## src/rtl/adder_scheduler_if.sv

```systemverilog
// Request/grant/result bundle between two requesters and the shared adder scheduler.
// Latency: none (wires only).
// Backpressure: req is held by the requester until gnt; done is an unacknowledged pulse.
interface adder_scheduler_if;
  logic        req0;
  logic        req1;
  logic        wide0;
  logic        wide1;
  logic [31:0] a0;
  logic [31:0] b0;
  logic [31:0] a1;
  logic [31:0] b1;
  logic        cin0;
  logic        cin1;
  logic        gnt0;
  logic        gnt1;
  logic        done0;
  logic        done1;
  logic [31:0] result;
  logic        cout;
  logic        busy;

  // Requester side: raises requests and operands, observes grants and results.
  modport master (
    output req0, req1, wide0, wide1, a0, b0, a1, b1, cin0, cin1,
    input  gnt0, gnt1, done0, done1, result, cout, busy
  );

  // Scheduler side.
  modport slave (
    input  req0, req1, wide0, wide1, a0, b0, a1, b1, cin0, cin1,
    output gnt0, gnt1, done0, done1, result, cout, busy
  );
endinterface

```

## src/rtl/adder_scheduler.sv

```systemverilog
// Time-shares one 16-bit ripple-carry adder between two requesters (16- or 32-bit adds).
// Latency: done 2 cycles after gnt for 16-bit, 3 cycles for 32-bit.
// Backpressure: requests are only sampled in IDLE; a requester holds req until its gnt pulse.

// 16-bit ripple-carry adder shared by the scheduler below.
module full_adder (
  input  logic [15:0] i_a,
  input  logic [15:0] i_b,
  input  logic        i_cin,
  output logic [15:0] o_sum,
  output logic        o_cout
);
  // Ripple the carry through 16 single-bit full-adder cells.
  always_comb begin : ripple
    logic w_c;
    w_c   = i_cin;
    o_sum = '0;
    for (int i = 0; i < 16; i++) begin
      o_sum[i] = i_a[i] ^ i_b[i] ^ w_c;
      w_c      = (i_a[i] & i_b[i]) | (w_c & (i_a[i] ^ i_b[i]));
    end
    o_cout = w_c;
  end
endmodule

module adder_scheduler #(
  parameter bit RR = 1'b1  // 1: round-robin on ties, 0: requester 0 always wins ties
) (
  input  logic             clk,
  input  logic             rst,
  adder_scheduler_if.slave bus
);
  typedef enum logic [1:0] {IDLE, LOW, HIGH, DONE} state_t;

  state_t      r_state;
  state_t      w_next;
  logic        r_rst_d;    // high for the first cycle after reset is released
  logic [31:0] r_a;
  logic [31:0] r_b;
  logic        r_cin;
  logic        r_wide;
  logic        r_id;       // requester that owns the operation in flight
  logic        r_carry;    // carry from the low half into the high half
  logic        r_last;     // requester served last (tie-break pointer)
  logic [31:0] r_result;
  logic        r_cout;

  logic        w_quiet;
  logic        w_pick1;
  logic        w_gnt0;
  logic        w_gnt1;
  logic        w_done0;
  logic        w_done1;
  logic [15:0] w_add_a;
  logic [15:0] w_add_b;
  logic        w_add_cin;
  logic [15:0] w_sum;
  logic        w_add_cout;

  // Handshake outputs stay low during reset and the cycle right after it.
  assign w_quiet = rst | r_rst_d;

  // State register and post-reset quiet flag.
  always_ff @(posedge clk) begin
    if (rst) begin
      r_state <= IDLE;
      r_rst_d <= 1'b1;
    end else begin
      r_state <= w_next;
      r_rst_d <= 1'b0;
    end
  end

  // Arbitration, next-state decode and grant/done pulses.
  always_comb begin
    w_next  = r_state;
    w_gnt0  = 1'b0;
    w_gnt1  = 1'b0;
    w_done0 = 1'b0;
    w_done1 = 1'b0;
    // On a tie, round-robin picks requester 1 only if requester 0 was served last.
    if (bus.req0 && bus.req1) w_pick1 = RR ? ~r_last : 1'b0;
    else                      w_pick1 = bus.req1;
    case (r_state)
      IDLE: begin
        if (!w_quiet && (bus.req0 || bus.req1)) begin
          w_gnt0 = ~w_pick1;
          w_gnt1 = w_pick1;
          w_next = LOW;
        end
      end
      LOW:  w_next = r_wide ? HIGH : DONE;
      HIGH: w_next = DONE;
      DONE: begin
        w_done0 = ~w_quiet & ~r_id;
        w_done1 = ~w_quiet & r_id;
        w_next  = IDLE;
      end
      default: w_next = IDLE;
    endcase
  end

  // Steer the shared adder: low halves with the requester's carry-in, then high halves.
  always_comb begin
    if (r_state == HIGH) begin
      w_add_a   = r_a[31:16];
      w_add_b   = r_b[31:16];
      w_add_cin = r_carry;
    end else begin
      w_add_a   = r_a[15:0];
      w_add_b   = r_b[15:0];
      w_add_cin = r_cin;
    end
  end

  full_adder u_adder (
    .i_a    (w_add_a),
    .i_b    (w_add_b),
    .i_cin  (w_add_cin),
    .o_sum  (w_sum),
    .o_cout (w_add_cout)
  );

  // Operand capture at grant, half-result registration, and tie pointer update.
  always_ff @(posedge clk) begin
    if (rst) begin
      r_a      <= '0;
      r_b      <= '0;
      r_cin    <= 1'b0;
      r_wide   <= 1'b0;
      r_id     <= 1'b0;
      r_carry  <= 1'b0;
      r_last   <= 1'b1;
      r_result <= '0;
      r_cout   <= 1'b0;
    end else begin
      case (r_state)
        IDLE: begin
          if (w_gnt0 || w_gnt1) begin
            r_a    <= w_gnt1 ? bus.a1    : bus.a0;
            r_b    <= w_gnt1 ? bus.b1    : bus.b0;
            r_cin  <= w_gnt1 ? bus.cin1  : bus.cin0;
            r_wide <= w_gnt1 ? bus.wide1 : bus.wide0;
            r_id   <= w_gnt1;
          end
        end
        LOW: begin
          r_result[15:0] <= w_sum;
          r_carry        <= w_add_cout;
          // A 16-bit operation finishes here: upper half zero, carry-out is the low carry.
          if (!r_wide) begin
            r_result[31:16] <= '0;
            r_cout          <= w_add_cout;
          end
        end
        HIGH: begin
          r_result[31:16] <= w_sum;
          r_cout          <= w_add_cout;
        end
        DONE: r_last <= r_id;
        default: ;
      endcase
    end
  end

  assign bus.gnt0   = w_gnt0;
  assign bus.gnt1   = w_gnt1;
  assign bus.done0  = w_done0;
  assign bus.done1  = w_done1;
  assign bus.result = r_result;
  assign bus.cout   = r_cout;
  assign bus.busy   = (r_state != IDLE) & ~w_quiet;
endmodule

```

## src/flat_wrapper.sv

```systemverilog
// flat-port wrapper written by rule: the top's interface ports become plain ports
module adder_scheduler_flat 
#(
  parameter bit RR = 1'b1                                                            
)
  (clk, rst, bus_req0, bus_req1, bus_wide0, bus_wide1, bus_a0, bus_b0, bus_a1, bus_b1, bus_cin0, bus_cin1, bus_gnt0, bus_gnt1, bus_done0, bus_done1, bus_result, bus_cout, bus_busy);
  adder_scheduler_if bus_i ();
  input  logic clk;
  input  logic rst;
  input wire logic [$bits(bus_i.req0)-1:0] bus_req0;
  input wire logic [$bits(bus_i.req1)-1:0] bus_req1;
  input wire logic [$bits(bus_i.wide0)-1:0] bus_wide0;
  input wire logic [$bits(bus_i.wide1)-1:0] bus_wide1;
  input wire logic [$bits(bus_i.a0)-1:0] bus_a0;
  input wire logic [$bits(bus_i.b0)-1:0] bus_b0;
  input wire logic [$bits(bus_i.a1)-1:0] bus_a1;
  input wire logic [$bits(bus_i.b1)-1:0] bus_b1;
  input wire logic [$bits(bus_i.cin0)-1:0] bus_cin0;
  input wire logic [$bits(bus_i.cin1)-1:0] bus_cin1;
  output wire logic [$bits(bus_i.gnt0)-1:0] bus_gnt0;
  output wire logic [$bits(bus_i.gnt1)-1:0] bus_gnt1;
  output wire logic [$bits(bus_i.done0)-1:0] bus_done0;
  output wire logic [$bits(bus_i.done1)-1:0] bus_done1;
  output wire logic [$bits(bus_i.result)-1:0] bus_result;
  output wire logic [$bits(bus_i.cout)-1:0] bus_cout;
  output wire logic [$bits(bus_i.busy)-1:0] bus_busy;
  assign bus_i.req0 = bus_req0;
  assign bus_i.req1 = bus_req1;
  assign bus_i.wide0 = bus_wide0;
  assign bus_i.wide1 = bus_wide1;
  assign bus_i.a0 = bus_a0;
  assign bus_i.b0 = bus_b0;
  assign bus_i.a1 = bus_a1;
  assign bus_i.b1 = bus_b1;
  assign bus_i.cin0 = bus_cin0;
  assign bus_i.cin1 = bus_cin1;
  assign bus_gnt0 = bus_i.gnt0;
  assign bus_gnt1 = bus_i.gnt1;
  assign bus_done0 = bus_i.done0;
  assign bus_done1 = bus_i.done1;
  assign bus_result = bus_i.result;
  assign bus_cout = bus_i.cout;
  assign bus_busy = bus_i.busy;
  adder_scheduler #(.RR(RR)) u_core (.clk(clk), .rst(rst), .bus(bus_i));
endmodule
```

## config.mk

```make
export PLATFORM = sky130hd
export DESIGN_NAME = adder_scheduler_flat
export DESIGN_NICKNAME = d
export VERILOG_FILES = /design/src/rtl/adder_scheduler_if.sv /design/src/rtl/adder_scheduler.sv /design/src/flat_wrapper.sv
export SDC_FILE = /design/constraint.sdc
export NUM_CORES = 1
export LEC_CHECK = 0
export BUFFER_PORTS_ARGS = -buffer_cell sky130_fd_sc_hd__buf_2
export CAP_MARGIN = 30
export CORE_MARGIN = 2
export CORE_UTILIZATION = 52
export DETAILED_ROUTE_END_ITERATION = 8
export GPL_TIMING_DRIVEN = 0
export MAX_ROUTING_LAYER = met4
export PLACE_DENSITY = 0.8
export SYNTH_ARGS = -nofsm -noshare
export SYNTH_HDL_FRONTEND = slang
export SYNTH_SLANG_ARGS = --single-unit
```

## constraint.sdc

```tcl
create_clock -name clk -period 9.5 [get_ports clk]
set_clock_uncertainty 0.1 [all_clocks]
set_input_delay 1.425 -clock clk [delete_from_list [all_inputs] [get_ports clk]]
set_output_delay 1.425 -clock clk [all_outputs]
set_load 0.005 [all_outputs]
```

* Word-level counts from Yosys, hierarchy flattened
Cells that the tools add are included.
Operators by class: equal/unequal tests 5, muxes and demuxes 22, bitwise logic cells 88, reduce and logical (&&, ||, !) cells 10
Operators with widths (number):
- $mux 32 | 2
- $mux 16 | 3
- $and 1x1->1 | 35
- $pmux 16 s2 | 1
- $xor 1x1->1 | 32
- $or 1x1->1 | 17
- $mux 1 | 13
- $pmux 2 s4 | 1
- $eq 2x2->1 const B | 2
- $not 1->1 | 4
- $reduce_and 2->1 | 2
- $reduce_bool 2->1 | 2
- $eq 2x1->1 const B | 1
- $logic_and 1x1->1 | 2
- $logic_not 2->1 | 1
- $logic_or 1x1->1 | 2
- $mux 2 | 1
- $ne 2x1->1 const B | 1
- $ne 2x2->1 const B | 1
- $pmux 1 s2 | 1
- $logic_not 1->1 | 1
Storage, ports and cells: bits in registers 105, bits of input ports 136, output and inout bits 38, logic and storage cells 137

* Depth between registers and ports, before layout
Gate-level depths: netlist of run 1.
depth in word-level cells 37, mapped depth 26, depth with buffers taken out 24

* By module
Synthesis of run 1 repeated with hierarchy kept, for this count alone.
Second synthesis, totals: cells, all modules 609, area, all modules 5301.3 sq um
Modules (own cells, without submodules):
- adder_scheduler | times used 1, cells each 583, area an instance 4943.5 sq um, seq. area each 2102.0 sq um
- full_adder | times used 1, cells each 26, area an instance 357.8 sq um, seq. area each 0.0 sq um

* Worst setup path before layout of run 1
OpenSTA, ideal clock, no wires.
path kind reg2reg, from register u_core.r_state[0], to register u_core.r_result[31] (netlist: u_core.bus.result[31]), library setup time 0.070 ns, arrival time 7.684 ns, required time 9.330 ns, slack 1.645 ns, stages on the path, launching flop included 27, buffers on the path 2, period minus slack after synthesis 7.855 ns, path through dfxtp_1 > inv_1 > ha_1 > buf_1 > buf_2 > mux2_1 > fa_1 > fa_1 > fa_1 > fa_1 > fa_1 > fa_1 > fa_1 > fa_1 > fa_1 > fa_1 > fa_1 > fa_1 > fa_1 > inv_1 > fa_1 > fa_1 > inv_1 > fa_1 > nand2_1 > a21o_1 > a21oi_1
Between the ends: longest elaborated chain between the ends 35, elaborated cells on any way between the ends 71, those cells by class eq/ne (3); mux (4); bitwise (62); reduce/logical (2)
Ends and longest elaborated chain:
- start, declared | line adder_scheduler.sv:35 | state_t r_state;
- start signal, assigned | line adder_scheduler.sv:69 | r_state <= w_next;
- $eq 2x2->1 * | line adder_scheduler.sv:105 | if (r_state == HIGH) begin
- $mux 16 | line adder_scheduler.sv:105
- $xor 1x1->1 | line adder_scheduler.sv:20 | w_c = (i_a[i] & i_b[i]) | (w_c & (i_a[i] ^ i_b[i]));
- $and 1x1->1 | line adder_scheduler.sv:20
- $or 1x1->1 | line adder_scheduler.sv:20
- $and 1x1->1 | line adder_scheduler.sv:20
- $or 1x1->1 | line adder_scheduler.sv:20
- $and 1x1->1 | line adder_scheduler.sv:20
- [20 not listed]
- $or 1x1->1 | line adder_scheduler.sv:20
- $and 1x1->1 | line adder_scheduler.sv:20
- $or 1x1->1 | line adder_scheduler.sv:20
- $and 1x1->1 | line adder_scheduler.sv:20
- $or 1x1->1 | line adder_scheduler.sv:20
- $xor 1x1->1 * | line adder_scheduler.sv:19 | o_sum[i] = i_a[i] ^ i_b[i] ^ w_c;
- via u_core.u_adder.o_sum[15] | line adder_scheduler.sv:10 | output logic [15:0] o_sum,
- $pmux 16 s2 * | line adder_scheduler.sv:137 | case (r_state)
- end signal, assigned | line adder_scheduler.sv:157 | r_result[31:16] <= w_sum;
- end, declared | line adder_scheduler.sv:45 | logic [31:0] r_result;
Mark *: on every way through the listed nets, which the timed path passes. The rest lies on a longest branch. A chain may end at the register's enable or synchronous reset.

* Final worst setup path of run 1
Ends and elaborated chain as after synthesis.

==> results of run 1 <==
[worst max-delay path, delay by kind of cell (launching register included)]
| family | cells | cell delay [ns] |
|---|---|---|
| adders and majority gates | 17 | 6.36 |
| buffers and inverters | 5 | 0.96 |
| muxes | 1 | 0.38 |
| DFF | 1 | 0.37 |
| AOI/OAI and AO/OA | 2 | 0.28 |
| and+or+nand+nor | 1 | 0.06 |
[report_power, final]
part | internal [mW] | total, mW | switching, mW
Clock | 0.184 | 0.340 | 0.156
Sequential | 0.470 | 0.491 | 0.0211
Combinational | 0.106 | 0.251 | 0.145
Total | 0.760 | 1.08 | 0.322
[final timing paths]
kind                           end             startpoint  cells past startpoint
max          u_core.bus.result[31]      u_core.r_state[0]                     26
min          u_core.bus.result[20]  u_core.bus.result[20]                      2
min reg2reg  u_core.bus.result[20]  u_core.bus.result[20]                      2
max reg2reg  u_core.bus.result[31]      u_core.r_state[0]                     26
[layer usage]
metal	track usage	vias up	part of all wire
li1	-	2553	-
met5	-	-	0
met4	0.111	0	0.028
met2	0.501	239	0.49
met1	0.361	2561	0.42
met3	0.0351	42	0.059
[synth_stat cells, types with 3 or more instances]
cell type	n
a21o_1	14
a21oi_1	88
a311oi_1	26
a311oi_2	40
buf_1	6
buf_2	22
buf_4	3
buf_6	5
clkbuf_1	27
dfxtp_1	105
fa_1	16
ha_1	4
inv_1	7
mux2_1	16
mux2_2	13
mux2i_1	19
nand2_1	149
nand3_1	18
nor2_1	18
[metrics by stage]
| stage | std cells | worst slack (ns) | cell area (µm²) | total power, mW |
|---|---|---|---|---|
| floorplan | 617 | 1.65 | 5590 | 0.656 |
| global placement | 926 | 1.22 | 6620 | 0.738 |
| detailed placement | 926 | 1.06 | 6620 | 0.746 |
| CTS | 942 | 0.985 | 6870 | 1.08 |
| global route | 942 | 0.634 | 6870 | 1.12 |
| finish | 942 | 0.931 | 6870 | 1.08 |
[cell type report]
class                      count  area, µm²
timing repair buffer         173        866
tap                          136        170
inverter                       8       30.0
fill                         867       3500
multi-input combinational    441       3140
sequential                   105       2100
clock inverter                 6        113
buffer                        63        313
clock buffer                  10        138
[state kept, by name, summed over array words and instances, names as in the netlist]
signal,count
u_core.r_state,2
u_core.r_carry,1
u_core.r_wide,1
u_core.r_id,1
u_core.r_cin,1
u_core.bus.cout,1
u_core.r_a,32
u_core.r_rst_d,1
u_core.r_last,1
u_core.bus.result,32
u_core.r_b,32
[layout by cell type, fill, tap and decap left out, types with 3 or more instances in the layout]
master and instances:
a21o_1 14, a21oi_1 88, a311oi_1 26, a311oi_2 40, buf_1 6, buf_2 195, buf_4 3, buf_6 5
bufinv_16 3, clkbuf_1 27, clkbuf_8 10, dfxtp_1 105, fa_1 16, ha_1 4, inv_1 7, mux2_1 16
mux2_2 13, mux2i_1 19, nand2_1 149, nand3_1 18, nor2_1 18
[cell families (layout without fill, tap and decap cells)]
| kind of cell | count (synthesis) | count (layout) | share of synthesized area |
|---|---|---|---|
| simple gates | 194 | 194 | 0.140 |
| compound gates | 179 | 179 | 0.263 |
| flops | 105 | 105 | 0.376 |
| buf+inv | 71 | 260 | 0.0614 |
| mux | 48 | 48 | 0.0925 |
| fa+ha+maj | 20 | 20 | 0.0663 |
==> run_results.csv, run 1 <==
group,metric,value,unit
global_routing,grt_max_degree,18,
die,io_pins,174,
critical_path,rrSetupSlack,0.93,ns
clock_network,cts-resized-gates,0,
pwr,vdd_ir_drop_max,97.4,µV
die,core_area,10400,µm²
critical_path,worst_setup_path_start_kind,"register",
drt,dr.pass1.iters,5,
clock_network,cts_max_level,3,
global_routing,grt-ovfl-total,0,
yosys,synth_area_per_cell,9.05,µm²
clock_network,clk_latency,0.36,ns
clock_network,root_buffer,"clkbuf_8",
sta,setup_viol,0,
sta,worst_slew_pin_slew,0.734,ns
cells_and_area,antenna_cells,0,
place,dp_hpwl,13.1,mm
sta,max_freq,0.117,GHz
critical_path,max_stage_delay,0.53,ns
sta,rsz0062_at_grt,"no",
global_routing,grt_pass1_wl,25.8,mm
critical_path,cp_data_arrival_time,8.77,ns
drt,vias_per_cell,5.73,
critical_path,critPathMaxFanout,10,
yosys,yosys_warnings,0,
clock_network,cts_setup_buffers,0,
die,die_area,11600,µm²
yosys,synth_area_leaders,"dfxtp_1 38%, a311oi_2 11%, nand2_1 10%",
clock_network,cts.clk_slew.worst_paths,0.10,ns
yosys,yosysUniqueCellTypes,35,
place,gp_congestion,0.942,
flow_run,maxCapViolCount,0,
drt,drc,0,
clock_network,clockBufferDepth,2,
sta,finalCritPeriodShare,0.902,
yosys,async_reset_ff_frac,0,
critical_path,path_class,"register to register",
yosys,syn_nets,773,
die,num_rows,37,
drt,drtIter0Drc,365,
critical_path,endpoint_kind,"register",
drt,routedWlPerCell,17.5,µm
yosys,netlist.area_leader.share,0.376,
die,die_h,108,µm
clock_network,cts-hold-fix-buffers,0,
drt,wirelength,16.5,mm
global_routing,grt.total_usage,0.295,
yosys,synth_area,5590,µm²
die,start_util,0.539,
yosys,syn_inst,617,
sta,tns,0,ns
critical_path,crit_top_cell,"fa_1",
cells_and_area,area_growth,23.0,%
cells_and_area,utilization,0.663,
die,floorplan.die.width,108,µm
clock_network,cts_num_sinks,105,
yosys,yosysSeqAreaShare,0.376,
clock_network,cts_tree,"built",
hold_path,worst_hold_path_type,"register to register",
run_status,status,"complete, no violations",
sta,hold_violations,0,
sta,slew_headroom,0.511,
critical_path,crit_slowest_cell,"fa_1",
yosys,synth_edf_count,0,
yosys,yosys.area.top_type,"dfxtp_1",
yosys,ys_seq_elements,105,
critical_path,worstPathRequired,9.70,ns
global_routing,grt_pass1_vias,5311,
cells_and_area,drive_gt1_frac,0.345,
clock_network,numCtsBuffers,9,
drt,num_vias,5395,
pwr,power.density,157,nW/µm²
cells_and_area,nets,957,
pwr,leakage,2.89,nW
place,io_buffers,173,
sta,post-route-min-period,8.57,ns
sta,hold_slack,0.368,ns
yosys,ys.flop_type,"dfxtp_1",
global_routing,antenna_found_initial,0,
drt,ant_nets,0,
sta,slew_violations,0,
No activity file was read; power rests on OpenSTA's default activity.
==> run 2, diff against run 1 <==
--- a/config.mk
+++ b/config.mk
@@ -11,8 +11,8 @@
 export CORE_UTILIZATION = 52
 export DETAILED_ROUTE_END_ITERATION = 8
 export GPL_TIMING_DRIVEN = 0
-export MAX_ROUTING_LAYER = met4
 export PLACE_DENSITY = 0.8
+export RECOVER_POWER = 100
 export SYNTH_ARGS = -nofsm -noshare
 export SYNTH_HDL_FRONTEND = slang
 export SYNTH_SLANG_ARGS = --single-unit
==> run_results.csv, run 2 (synthesis gave the netlist of run 1 again) <==
group,metric,value,unit
sta,post-route-min-period,8.73,ns
pwr,power.density,149,nW/µm²
drt,vias_per_cell,5.67,
global_routing,use_met3,0.0339,
critical_path,cp_data_arrival_time,8.94,ns
place,place_area,6620,µm²
die,die_h,108,µm
pwr,vdd_ir_drop_max,74.1,µV
sta,slew_violations,0,
die,io_pins,174,
die,floorplan.die.width,108,µm
sta,hold_violations,0,
drt,routedWlPerCell,17.3,µm
global_routing,antenna_found_initial,0,
cells_and_area,drive_gt1_frac,0.293,
global_routing,grt_max_degree,18,
sta,max_freq,0.115,GHz
global_routing,busiest_layer,"met2",
sta,rsz0062_at_grt,"no",
critical_path,max_stage_delay,0.54,ns
clock_network,cts-hold-fix-buffers,0,
clock_network,clk_latency,0.38,ns
pwr,power,0.990,mW
critical_path,r2r-start,"u_core.r_state[0]",
pwr,leakage,2.72,nW
die,start_util,0.539,
clock_network,root_buffer,"clkbuf_8",
critical_path,endpoint_kind,"register",
cells_and_area,antenna_cells,0,
global_routing,grt.total_usage,0.283,
critical_path,rr_endpoint,"u_core.bus.result[31]",
drt,drtIter0Drc,230,
clock_network,cts-resized-gates,0,
critical_path,crit_slowest_cell,"clkbuf_1",
cells_and_area,finalInstanceArea,6640,µm²
sta,tns,0,ns
place,gp_congestion,0.920,
global_routing,grt_pass1_wl,25.4,mm
critical_path,r2r_cells,26,
critical_path,worstPathRequired,9.71,ns
sta,slew_headroom,0.423,
die,num_rows,37,
clock_network,cts_max_level,3,
clock_network,cts_tree,"built",
cells_and_area,area_growth,18.9,%
hold_path,worst_hold_path_type,"register to register",
drt,wirelength,16.3,mm
cells_and_area,nets,957,
critical_path,crit_start,"u_core.r_state[0]",
clock_network,numCtsBuffers,9,
drt,drc,0,
clock_network,clockBufferDepth,2,
sta,finalCritPeriodShare,0.918,
run_status,status,"complete, no violations",
critical_path,crit_top_cell,"fa_1",
die,core_area,10400,µm²
global_routing,grt_pass1_vias,5320,
die,die_area,11600,µm²
cells_and_area,final_common_cell,"buf_2",
place,io_buffers,173,
cells_and_area,final_cell_mix,"174 x buf_2, 149 x nand2_1, 105 x dfxtp_1",
sta,setup_viol,0,
critical_path,rrSetupSlack,0.77,ns
drt,num_vias,5334,
critical_path,crit_end,"u_core.bus.result[31]",
place,dp_hpwl,13.0,mm
global_routing,use_met2,0.490,
sta,worst_slew_pin_slew,0.863,ns
critical_path,worst_setup_path_start_kind,"register",
cells_and_area,utilization,0.641,
clock_network,cts_setup_buffers,0,
drt,dr.pass1.iters,5,
sta,fin_ws,0.774,ns
global_routing,grtUsageMet1,0.346,
flow_run,maxCapViolCount,0,
clock_network,cts.clk_slew.worst_paths,0.10,ns
place,pre_cts_ws,1.08,ns
global_routing,grt-ovfl-total,0,
critical_path,critPathMaxFanout,10,
critical_path,path_class,"register to register",
clock_network,cts_num_sinks,105,
drt,ant_nets,0,
[run 2: layer usage]
layer | part of all wire | up-vias
met5 | 0 | -
met3 | 0.058 | 46
li1 | - | 2564
met1 | 0.42 | 2507
met4 | 0.038 | 0
met2 | 0.48 | 217
[run 2: layout make-up]
type                    count  area [µm²]
well taps                 136         170
flip-flops and latches    105        2100
plain buffers              63         269
clock buffers              10         138
clock inverters             5        38.8
inverters                   8        30.0
multi-input cells         441        3050
fillers                   949        3730
repair buffers            173         846
[run 2: worst max-delay path: cells and delay by family, from the launching register on]
family,cells,cell delay (ns)
fa+ha+maj,17,6.29
buf+inv,5,1.13
mux,1,0.41
flops,1,0.37
compound gates,2,0.29
simple gates,1,0.07
[run 2: where the power goes]
group / leakage (nW) / internal, mW / switching, mW
Sequential: 0.857 / 0.470 / 0.0207
Clock: 0.0895 / 0.104 / 0.156
Combinational: 1.77 / 0.0995 / 0.141
[run 2: worst min-delay path by stage]
stage / startpoint / endpoint / slack (ns) / depth (start not counted)
after global placement: u_core.bus.result[25] / u_core.bus.result[25] / 0.35 / 2
after global routing: u_core.bus.result[19] / u_core.bus.result[19] / 0.39 / 2
final: u_core.bus.result[19] / u_core.bus.result[19] / 0.37 / 2
after floorplan: u_core.r_id / u_core.r_last / 0.35 / 2
after CTS: u_core.bus.result[26] / u_core.bus.result[26] / 0.37 / 2
after detailed placement: u_core.bus.result[26] / u_core.bus.result[26] / 0.36 / 2
[run 2: metrics by stage]
step                      hold WS [ns]  cells
after floorplan                  0.350    617
after global placement           0.350    926
after detailed placement         0.357    926
after CTS                        0.372    941
after global routing             0.386    941
final                            0.370    941
==> run 3, diff against run 2 <==
--- a/config.mk
+++ b/config.mk
@@ -5,6 +5,7 @@
 export SDC_FILE = /design/constraint.sdc
 export NUM_CORES = 1
 export LEC_CHECK = 0
+export ABC_AREA = 1
 export BUFFER_PORTS_ARGS = -buffer_cell sky130_fd_sc_hd__buf_2
 export CAP_MARGIN = 30
 export CORE_MARGIN = 2
==> run_results.csv, run 3 <==
group,metric,value,unit
yosys,synth_area_per_cell,7.27,µm²
drt,routedWlPerCell,15.4,µm
cells_and_area,final_common_cell,"nand2_1",
die,core_area,10300,µm²
pwr,power,1.51,mW
place,placed_cells,1065,
die,floorplan.die.width,107,µm
clock_network,clockBufferDepth,2,
die,io_pins,174,
yosys,yosysUniqueCellTypes,24,
clock_network,cts_max_level,3,
clock_network,clk_latency,0.38,ns
place,gp_congestion,0.906,
yosys,syn_inst,756,
cells_and_area,area_growth,22.6,%
yosys,yosys.area.top_type,"dfxtp_1",
sta,slew_headroom,0.519,
global_routing,grt_max_degree,17,
pwr,vdd_ir_drop_max,125,µV
yosys,yosys.area_share.simple,0.293,
critical_path,rrSetupSlack,1.07,ns
place,dp_hpwl,12.8,mm
clock_network,cts-hold-fix-buffers,0,
hold_path,worst_hold_path_type,"register to register",
cells_and_area,final_cells,1080,
yosys,synth_compound_area_frac,0.0861,
pwr,switching_share,0.381,
clock_network,cts_num_sinks,105,
global_routing,grt.total_usage,0.294,
pwr,power_switching,0.576,mW
die,num_rows,37,
die,start_util,0.534,
critical_path,path_class,"register to register",
yosys,synth_edf_count,0,
sta,finalCritPeriodShare,0.887,
yosys,syn_nets,912,
clock_network,numCtsBuffers,9,
sta,slew_violations,0,
cells_and_area,drive_gt1_frac,0.252,
drt,wirelength,16.6,mm
yosys,netlist.area_leader.share,0.383,
drt,dr.pass1.iters,7,
yosys,ys_seq_elements,105,
global_routing,grt-ovfl-total,0,
clock_network,cts-resized-gates,0,
cells_and_area,fill_cells,950,
flow_run,maxCapViolCount,0,
yosys,synth_top_family_by_area,"simple AND/OR/NAND/NOR gates",
global_routing,antenna_found_initial,0,
yosys,synth_common_cells,"190 x nand2_1, 105 x dfxtp_1, 82 x inv_1",
pwr,power.share.clock,0.228,
clock_network,cts.clk_slew.worst_paths,0.10,ns
critical_path,critPathMaxFanout,10,
yosys,synthAdderAreaFrac,0.0674,
critical_path,worst_setup_path_start_kind,"register",
yosys,synth_area_leaders,"dfxtp_1 38%, nand2_1 13%, mux2_2 5.9%",
drt,drtIter0Drc,385,
pwr,power.internal,0.934,mW
yosys,yosysSeqAreaShare,0.383,
clock_network,root_buffer,"clkbuf_8",
critical_path,cp_data_arrival_time,8.60,ns
sta,post-route-min-period,8.43,ns
sta,rsz0062_at_grt,"no",
yosys,synthMuxAreaShare,0.0667,
sta,setup_viol,0,
die,die_area,11400,µm²
sta,hold_violations,0,
clock_network,cts_setup_buffers,0,
sta,worst_slew_pin_slew,0.722,ns
yosys,ys.flop_type,"dfxtp_1",
sta,max_freq,0.119,GHz
global_routing,grt_pass1_vias,5297,
drt,drc,0,
critical_path,worstPathRequired,9.67,ns
run_status,status,"complete, no violations",
yosys,post_synth_xor_area_fraction,0,
cells_and_area,final_cell_mix,"191 x nand2_1, 172 x buf_2, 105 x dfxtp_1",
pwr,comb_power_share,0.387,
cells_and_area,antenna_cells,0,
place,io_buffers,173,
global_routing,grt_pass1_wl,26.0,mm
yosys,yosys_warnings,0,
yosys,synth_area,5490,µm²
yosys,yosysMostFrequentCell,"nand2_1",
pwr,power_frac_seq,0.385,
cells_and_area,nets,1096,
yosys,async_reset_ff_frac,0,
die,die_h,107,µm
drt,ant_nets,0,
critical_path,endpoint_kind,"register",
pwr,leakage,3.56,nW
clock_network,cts_tree,"built",
pwr,power.density,224,nW/µm²
sta,tns,0,ns
drt,vias_per_cell,5.31,
drt,num_vias,5736,
==> run 3: stage by stage <==
stage          setup slack [ns]  utilization  hold WS (ns)  instance area, µm²
2_1_floorplan              2.00            -         0.329                5490
6_report                   1.07        0.655         0.369                6740
5_1_grt                   0.780        0.655         0.391                6740
3_3_place_gp               1.55        0.635         0.351                6530
3_5_place_dp               1.46        0.635         0.353                6530
4_1_cts                    1.44        0.660         0.368                6780
==> run 3: layout make-up <==
cell class	count	area (µm²)	area share
inverters	84	315	0.0468
multi-input cells	511	2810	0.416
plain buffers	56	249	0.0370
clock buffers	11	151	0.0225
repair buffers	173	845	0.125
clock inverters	4	98.8	0.0147
well taps	136	170	0.0253
flip-flops and latches	105	2100	0.312
==> run 3: path summary, 6_finish.rpt <==
| path | start | depth (start not counted) | end |
|---|---|---|---|
| max | u_core.r_state[0] | 25 | u_core.bus.result[31] |
| min | u_core.r_b[12] | 2 | u_core.r_b[12] |
| max reg2reg | u_core.r_state[0] | 25 | u_core.bus.result[31] |
| min reg2reg | u_core.r_b[12] | 2 | u_core.r_b[12] |
==> run 3: logic make-up after synthesis <==
family / count (synthesis)
AND/OR/NAND/NOR: 364
buffers and inverters: 140
flip-flops: 105
AO/OA/AOI/OAI: 94
multiplexers: 33
adder cells (fa/ha/maj): 20
==> run 3: worst max-delay path: stages (launching register included) <==
cell      delay (ns)
dfxtp_1         0.35
inv_1           0.12
ha_1            0.16
clkbuf_1        0.17
clkbuf_1        0.58
mux2_1          0.42
fa_1            0.46
fa_1            0.39
fa_1            0.40
fa_1            0.41
fa_1            0.40
fa_1            0.41
fa_1            0.44
fa_1            0.41
fa_1            0.40
fa_1            0.41
fa_1            0.41
fa_1            0.40
fa_1            0.37
inv_1           0.07
fa_1            0.18
fa_1            0.16
inv_1           0.05
fa_1            0.47
a21oi_1         0.15
nor2_1          0.05
==> run 3: metal layers <==
layer / vias up / part of all wire / GRT usage
li1: 2792 / - / -
met3: 34 / 0.083 / 0.0407
met1: 2626 / 0.43 / 0.395
met5: - / 0 / 0
met2: 284 / 0.46 / 0.488
met4: 0 / 0.027 / 0.0983
==> run 3: power groups by stage <==
stage                     combinational (mW)  clock [mW]  sequential, mW
final                                  0.585       0.344           0.582
after global routing                   0.653       0.357           0.589
after CTS                              0.585       0.341           0.579
after detailed placement               0.581           0           0.588
after global placement                 0.569           0           0.587
after floorplan                        0.372           0           0.582
